**src/rtl/muldiv_pkg.sv**
```systemverilog
// Shared encodings and helpers for the iterative MIPS multiply/divide unit.
// Holds op/state encodings, the iteration count and the operand magnitude helper.
package muldiv_pkg;

  typedef enum logic [1:0] {
    MD_MULT  = 2'b00,
    MD_MULTU = 2'b01,
    MD_DIV   = 2'b10,
    MD_DIVU  = 2'b11
  } md_op_e;

  typedef enum logic {
    IDLE = 1'b0,
    RUN  = 1'b1
  } md_state_e;

  localparam int MD_ITER  = 32;
  localparam int MD_CNT_W = $clog2(MD_ITER);

  // Two's-complement magnitude for signed ops; raw value for unsigned ones.
  function automatic logic [31:0] md_abs32(input logic [31:0] v, input logic is_signed);
    logic [31:0] r;
    if (is_signed && v[31]) begin
      r = 32'd0 - v;
    end else begin
      r = v;
    end
    return r;
  endfunction

  // Ops with an even encoding (MULT, DIV) treat operands as signed.
  function automatic logic md_is_signed(input logic [1:0] op);
    return ~op[0];
  endfunction

endpackage

```
**src/rtl/muldiv_if.sv**
```systemverilog
// Request/result bundle between the datapath and the multiply/divide unit.
// The unit sits on the slave side; the issuing datapath (or bench) is master.
interface muldiv_if;
  import muldiv_pkg::*;

  logic        start;
  logic [1:0]  op;
  logic [31:0] rs_val;
  logic [31:0] rt_val;
  logic        hi_we;
  logic        lo_we;
  logic [31:0] wdata;
  logic        busy;
  logic        done;
  logic [31:0] hi;
  logic [31:0] lo;

  modport master (
    output start, op, rs_val, rt_val, hi_we, lo_we, wdata,
    input  busy, done, hi, lo
  );

  modport slave (
    input  start, op, rs_val, rt_val, hi_we, lo_we, wdata,
    output busy, done, hi, lo
  );

endinterface

```
**src/rtl/muldiv_unit.sv**
```systemverilog
// Iterative 32-cycle MULT/MULTU/DIV/DIVU engine owning the architectural HI/LO.
// One 64-bit accumulator is shared: product for multiply, {remainder, quotient} for divide.
module muldiv_unit
  import muldiv_pkg::*;
(
  input  logic     clk,
  input  logic     rst,
  muldiv_if.slave  bus
);

  localparam logic [MD_CNT_W-1:0] LAST_CNT = MD_CNT_W'(MD_ITER - 1);

  md_state_e           state_r;
  logic [MD_CNT_W-1:0] cnt_r;
  md_op_e              op_r;
  logic [31:0]         opnd_r;
  logic [63:0]         acc_r;
  logic                neg_prod_r;
  logic                neg_quo_r;
  logic                neg_rem_r;
  logic                div0_r;
  logic                busy_r;
  logic                done_r;
  logic [31:0]         hi_r;
  logic [31:0]         lo_r;

  logic                in_signed_s;
  logic [31:0]         abs_rs_s;
  logic [31:0]         abs_rt_s;
  logic [63:0]         init_acc_s;
  logic [31:0]         init_opnd_s;
  logic [32:0]         mul_sum_s;
  logic [63:0]         mul_next_s;
  logic [64:0]         div_shift_s;
  logic [32:0]         div_diff_s;
  logic [63:0]         div_next_s;
  logic [63:0]         step_s;
  logic [63:0]         prod_s;
  logic [31:0]         res_hi_s;
  logic [31:0]         res_lo_s;

  // Operand capture: multiply keeps the multiplier in acc low half, divide the dividend.
  always_comb begin
    in_signed_s = md_is_signed(bus.op);
    abs_rs_s    = md_abs32(bus.rs_val, in_signed_s);
    abs_rt_s    = md_abs32(bus.rt_val, in_signed_s);
    if (bus.op[1]) begin
      init_acc_s  = {32'd0, abs_rs_s};
      init_opnd_s = abs_rt_s;
    end else begin
      init_acc_s  = {32'd0, abs_rt_s};
      init_opnd_s = abs_rs_s;
    end
  end

  // One iteration step: shift-add multiply or restoring shift-subtract divide.
  always_comb begin
    if (acc_r[0]) begin
      mul_sum_s = {1'b0, acc_r[63:32]} + {1'b0, opnd_r};
    end else begin
      mul_sum_s = {1'b0, acc_r[63:32]};
    end
    mul_next_s  = {mul_sum_s, acc_r[31:1]};
    div_shift_s = {acc_r, 1'b0};
    div_diff_s  = div_shift_s[64:32] - {1'b0, opnd_r};
    // A borrow out of the 33-bit subtract means the trial divisor did not fit.
    if (div_diff_s[32]) begin
      div_next_s = div_shift_s[63:0];
    end else begin
      div_next_s = {div_diff_s[31:0], div_shift_s[31:1], 1'b1};
    end
    if (op_r[1]) begin
      step_s = div_next_s;
    end else begin
      step_s = mul_next_s;
    end
  end

  // Sign correction of the final step, presented to HI/LO on the commit edge.
  always_comb begin
    if (neg_prod_r) begin
      prod_s = 64'd0 - step_s;
    end else begin
      prod_s = step_s;
    end
    if (op_r[1]) begin
      if (div0_r) begin
        res_lo_s = 32'hFFFF_FFFF;
      end else if (neg_quo_r) begin
        res_lo_s = 32'd0 - step_s[31:0];
      end else begin
        res_lo_s = step_s[31:0];
      end
      if (neg_rem_r) begin
        res_hi_s = 32'd0 - step_s[63:32];
      end else begin
        res_hi_s = step_s[63:32];
      end
    end else begin
      res_hi_s = prod_s[63:32];
      res_lo_s = prod_s[31:0];
    end
  end

  // Control FSM, operand latch, iteration counter and architectural HI/LO.
  always_ff @(posedge clk) begin
    if (rst) begin
      state_r    <= IDLE;
      cnt_r      <= '0;
      op_r       <= MD_MULT;
      opnd_r     <= 32'd0;
      acc_r      <= 64'd0;
      neg_prod_r <= 1'b0;
      neg_quo_r  <= 1'b0;
      neg_rem_r  <= 1'b0;
      div0_r     <= 1'b0;
      busy_r     <= 1'b0;
      done_r     <= 1'b0;
      hi_r       <= 32'd0;
      lo_r       <= 32'd0;
    end else begin
      done_r <= 1'b0;
      case (state_r)
        IDLE: begin
          if (bus.hi_we) begin
            hi_r <= bus.wdata;
          end
          if (bus.lo_we) begin
            lo_r <= bus.wdata;
          end
          if (bus.start) begin
            state_r    <= RUN;
            busy_r     <= 1'b1;
            cnt_r      <= '0;
            op_r       <= md_op_e'(bus.op);
            acc_r      <= init_acc_s;
            opnd_r     <= init_opnd_s;
            neg_prod_r <= (bus.op == MD_MULT) && (bus.rs_val[31] ^ bus.rt_val[31]);
            neg_quo_r  <= (bus.op == MD_DIV) && (bus.rs_val[31] ^ bus.rt_val[31]);
            neg_rem_r  <= (bus.op == MD_DIV) && bus.rs_val[31];
            div0_r     <= bus.op[1] && (bus.rt_val == 32'd0);
          end
        end
        RUN: begin
          acc_r <= step_s;
          cnt_r <= cnt_r + MD_CNT_W'(1);
          if (cnt_r == LAST_CNT) begin
            hi_r    <= res_hi_s;
            lo_r    <= res_lo_s;
            done_r  <= 1'b1;
            busy_r  <= 1'b0;
            state_r <= IDLE;
          end
        end
        default: begin
          state_r <= IDLE;
          busy_r  <= 1'b0;
        end
      endcase
    end
  end

  assign bus.busy = busy_r;
  assign bus.done = done_r;
  assign bus.hi   = hi_r;
  assign bus.lo   = lo_r;

endmodule

```
**src/flat_wrapper.sv**
```systemverilog
// flat-port wrapper written by rule: the top's interface ports become plain ports
module muldiv_unit_flat import muldiv_pkg::*;
  (clk, rst, bus_start, bus_op, bus_rs_val, bus_rt_val, bus_hi_we, bus_lo_we, bus_wdata, bus_busy, bus_done, bus_hi, bus_lo);
  muldiv_if bus_i ();
  input  logic clk;
  input  logic rst;
  input wire logic [$bits(bus_i.start)-1:0] bus_start;
  input wire logic [$bits(bus_i.op)-1:0] bus_op;
  input wire logic [$bits(bus_i.rs_val)-1:0] bus_rs_val;
  input wire logic [$bits(bus_i.rt_val)-1:0] bus_rt_val;
  input wire logic [$bits(bus_i.hi_we)-1:0] bus_hi_we;
  input wire logic [$bits(bus_i.lo_we)-1:0] bus_lo_we;
  input wire logic [$bits(bus_i.wdata)-1:0] bus_wdata;
  output wire logic [$bits(bus_i.busy)-1:0] bus_busy;
  output wire logic [$bits(bus_i.done)-1:0] bus_done;
  output wire logic [$bits(bus_i.hi)-1:0] bus_hi;
  output wire logic [$bits(bus_i.lo)-1:0] bus_lo;
  assign bus_i.start = bus_start;
  assign bus_i.op = bus_op;
  assign bus_i.rs_val = bus_rs_val;
  assign bus_i.rt_val = bus_rt_val;
  assign bus_i.hi_we = bus_hi_we;
  assign bus_i.lo_we = bus_lo_we;
  assign bus_i.wdata = bus_wdata;
  assign bus_busy = bus_i.busy;
  assign bus_done = bus_i.done;
  assign bus_hi = bus_i.hi;
  assign bus_lo = bus_i.lo;
  muldiv_unit u_core (.clk(clk), .rst(rst), .bus(bus_i));
endmodule
```
**config.mk**
```make
export PLATFORM = sky130hd
export DESIGN_NAME = muldiv_unit_flat
export DESIGN_NICKNAME = d
export VERILOG_FILES = /design/src/rtl/muldiv_pkg.sv /design/src/rtl/muldiv_if.sv /design/src/rtl/muldiv_unit.sv /design/src/flat_wrapper.sv
export SDC_FILE = /design/constraint.sdc
export NUM_CORES = 1
export LEC_CHECK = 0
export BUFFER_PORTS_ARGS = -buffer_cell sky130_fd_sc_hd__buf_2
export CORE_AREA = 2 2 222 224
export DETAILED_ROUTE_END_ITERATION = 10
export DIE_AREA = 0 0 224 226
export HOLD_SLACK_MARGIN = 0.1
export PLACE_DENSITY_LB_ADDON = 0.2
export SLEW_MARGIN = 20
export SYNTH_ARGS = -nofsm -noshare
export SYNTH_HDL_FRONTEND = slang
export SYNTH_SLANG_ARGS = --single-unit
```
**constraint.sdc**
```tcl
create_clock -name clk -period 7.82 [get_ports clk]
set_input_delay 1.564 -clock clk [delete_from_list [all_inputs] [get_ports clk]]
set_output_delay 1.564 -clock clk [all_outputs]
set_load 0.05 [all_outputs]
```
==> results.yml <==
critical_path:
  r2r_cells: 23
  rr_endpoint: "u_core.bus.hi[20]"
  required_ns: 8.23
  rrSetupSlack_ns: 1.70
  crit_fanout: 7
  crit_type: "flop to flop"
  slowest_delay_ns: 0.63
  slowest_stage: "or4_1"
  r2r-start: "u_core.acc_r[31]"
  start_kind: "flop"
  worstPathCellList: "inv_1 -> ha_1 -> fa_1 -> nand2b_1 -> a211oi_2 -> nor2_2 -> o311ai_4 -> a21oi_4 -> xnor2_2 -> nor2_1 -> a21oi_1 -> ha_1 -> o21ai_0 -> nor2_1 -> nand3_1 -> or4_1 -> o21ai_0 -> nand2b_1 -> and4b_1 -> a21oi_1 -> xnor2_1 -> a2111oi_0 -> a31o_2"
  crit_path_end_kind: "flop"
  worstPathArrival_ns: 6.53
drt:
  viasPerCell: 6.02
  routed_wl_mm: 68.3
  wire_per_inst_um: 22.7
  dr.first_iter.drc_count: 1842
  num_vias: 18132
  drc: 0
  first_pass_iters: 5
  antenna_left: 0
placement:
  dpl.hpwl_mm: 52.2
  place.gp.congestion: 0.937
  port_buffers: 168
  pre_cts_ws_ns: 1.80
  dp_cells: 2980
pwr:
  p_total_w: 0.00328
  p_leak_nw: 7.20
  vdd_ir_drop_max_mv: 0.174
  power_density_mw_per_mm2: 178
logic_synthesis:
  synthSimpleGateAreaFrac: 0.232
  yosysWarningCount: 0
  synth_ff_type: "dfxtp_1"
  synth_cell_types: 93
  ys_ff_latch: 173
  synth-compound-area-share: 0.303
  syn_nets: 2512
  synth_xor_xnor_area_share: 0.0985
  synth-edff-count: 0
  async_flop_share: 0
  netlist_area_mm2: 0.0166
  syn_avg_cell_area_um2: 7.12
  ys_seq_area_frac: 0.208
  synthMuxAreaShare: 0.0432
  synthAdderAreaFrac: 0.0551
  synth_top_family_by_area: "compound AO/OA/AOI/OAI gates"
  synth_cells: 2337
global_routing:
  grt_pass1_vias: 16163
  grt_pass1_wl_mm: 102
  antenna_found_initial: 1
  grt_overflow: 0
  grt_use_total: 0.262
  grt_start_max_net_pins: 94
clocking:
  postCtsSetupBuffers: 0
  clk_path_buf_depth: 2
  clkTransAtPathRegs_ns: 0.08
  cts_root_buffer: "clkbuf_16"
  cts-htree-levels: 4
  clock_sinks: 173
  hold_buffers: 0
  cts_tree: "built"
  cts_buffers: 17
  cts.repair.resized: 0
  clk_latency_ns: 0.48
finish:
  area_growth_pct: 10.8
  stdcell_count: 3012
  layout-drive-gt1-share: 0.119
  mostFrequentLayoutCells: "nor2_1, nand2_1, a21oi_1"
  nets: 2552
  mostFrequentLayoutCell: "nor2_1"
sta:
  tightest_slew_ns: 1.14
  finalSetupTns_ns: 0
  hold_viol: 0
  whs_ns: 0.448
  report.final.slew_viol_count: 0
  setup_ws_ns: 1.70
  setup_violations: 0
  post-route-min-period_ns: 6.12
  clock_skew_ns: 0.0157
  finalCritPeriodShare: 0.783
  relSlewSlack: 0.230
  rsz0062_at_grt: "no"
  fmax_ghz: 0.163
min_path:
  hold_path_class: "flop to flop"
  min_to: "u_core.bus.hi[10]"
  min_path_cells: 2
  hold_start: "u_core.bus.hi[10]"
floorplanning:
  ios: 169
  rows: 81
  start_util: 0.344
  die-area_mm2: 0.0506
  coreArea_mm2: 0.0483
  die_w_um: 224
  die_h_um: 226
status:
  status: "complete, no violations"
run:
  maxCapViolCount: 0
-- power breakdown --
part	internal, W	total, W	switching [W]	leakage [nW]
clock network	0.000523	0.000945	0.000422	0.291
registers	0.000942	0.00103	0.0000909	1.42
logic	0.000438	0.00130	0.000862	5.49
total	0.00190	0.00328	0.00137	7.20
-- worst max path at each step --
stage | from | to | slack [ns]
floorplan | u_core.acc_r[31] | u_core.bus.hi[20] | 2.23
global placement | u_core.acc_r[31] | u_core.bus.hi[20] | 1.96
detailed placement | u_core.acc_r[31] | u_core.bus.hi[20] | 1.80
CTS | u_core.acc_r[31] | u_core.bus.hi[20] | 1.77
global route | u_core.acc_r[31] | u_core.bus.hi[26] | 1.20
finish | u_core.acc_r[31] | u_core.bus.hi[20] | 1.70
-- cells by family (layout without fill, tap and decap cells) --
kind of cell	Yosys count	after routing
buffers and inverters	253	305
other	0	1
xor gates and xnor gates	185	185
and+or+nand+nor	832	832
AOI/OAI and AO/OA	751	751
DFF	173	173
muxes	71	71
adders and majority gates	72	72
-- final cells by class --
cell class              instances  area (um2)
diodes                          1        2.50
flip-flops and latches        173        3470
multi-input cells            1911       12200
clock inverters                11         159
clock buffers                  20         457
repair buffers                200        1080
well taps                     622         778
inverters                      74         278
fillers                      5133       29900
-- critical path: cells and delay by family (launching register included) --
family / cells / cell delay, ns
xor gates and xnor gates: 2 / 0.37
and+or+nand+nor: 8 / 2.04
DFF: 1 / 0.41
AOI/OAI and AO/OA: 9 / 2.25
buffers and inverters: 1 / 0.10
adders and majority gates: 3 / 0.89
-- cell usage after synthesis (8+ instances only) --
master / instances / area share
nor2_1: 272 / 0.061
nand2_1: 254 / 0.057
a21oi_1: 224 / 0.067
dfxtp_1: 173 / 0.21
clkbuf_1: 138 / 0.031
xnor2_1: 119 / 0.063
o21ai_0: 113 / 0.034
a211oi_1: 111 / 0.050
inv_1: 71 / 0.016
ha_1: 70 / 0.053
nor3_1: 67 / 0.020
xor2_1: 65 / 0.034
mux2i_1: 64 / 0.039
and3_1: 42 / 0.016
a311oi_1: 41 / 0.022
nor2b_1: 28 / 0.011
a21o_1: 26 / 0.012
nand2b_1: 25 / 0.0094
nand3_1: 25 / 0.0075
o211ai_1: 25 / 0.011
o221ai_1: 25 / 0.013
or3_1: 24 / 0.0090
o31ai_1: 22 / 0.0099
buf_1: 21 / 0.0047
buf_2: 17 / 0.0051
nand4_1: 17 / 0.0064
nor4_1: 17 / 0.0064
a31oi_1: 16 / 0.0060
o21a_1: 15 / 0.0068
and2_1: 14 / 0.0053
a211o_1: 9 / 0.0047
o22ai_1: 9 / 0.0034
o41ai_1: 9 / 0.0047
a22oi_1: 8 / 0.0036
or2_2: 8 / 0.0030
-- per-stage QoR --
step | util | cell area (um2)
2_1_floorplan | - | 16600
3_3_place_gp | 0.368 | 17800
3_5_place_dp | 0.368 | 17800
4_1_cts | 0.381 | 18400
5_1_grt | 0.381 | 18400
6_report | 0.381 | 18400
-- routing by layer --
metal  vias to the layer above  global-route usage  part of all wire
li1                       8595                   -                 -
met1                      8730               0.383              0.47
met2                       744               0.398              0.43
met3                        61              0.0363             0.071
met4                         2              0.0727             0.022
met5                         -                   0          0.000088
-- flip-flops by register name, summed over array words and instances (netlist names), 5 cells and up --
signal / flops
u_core.acc_r: 64
u_core.bus.lo: 32
u_core.opnd_r: 32
u_core.bus.hi: 32
u_core.cnt_r: 5
(Power assumes the default switching activity.)
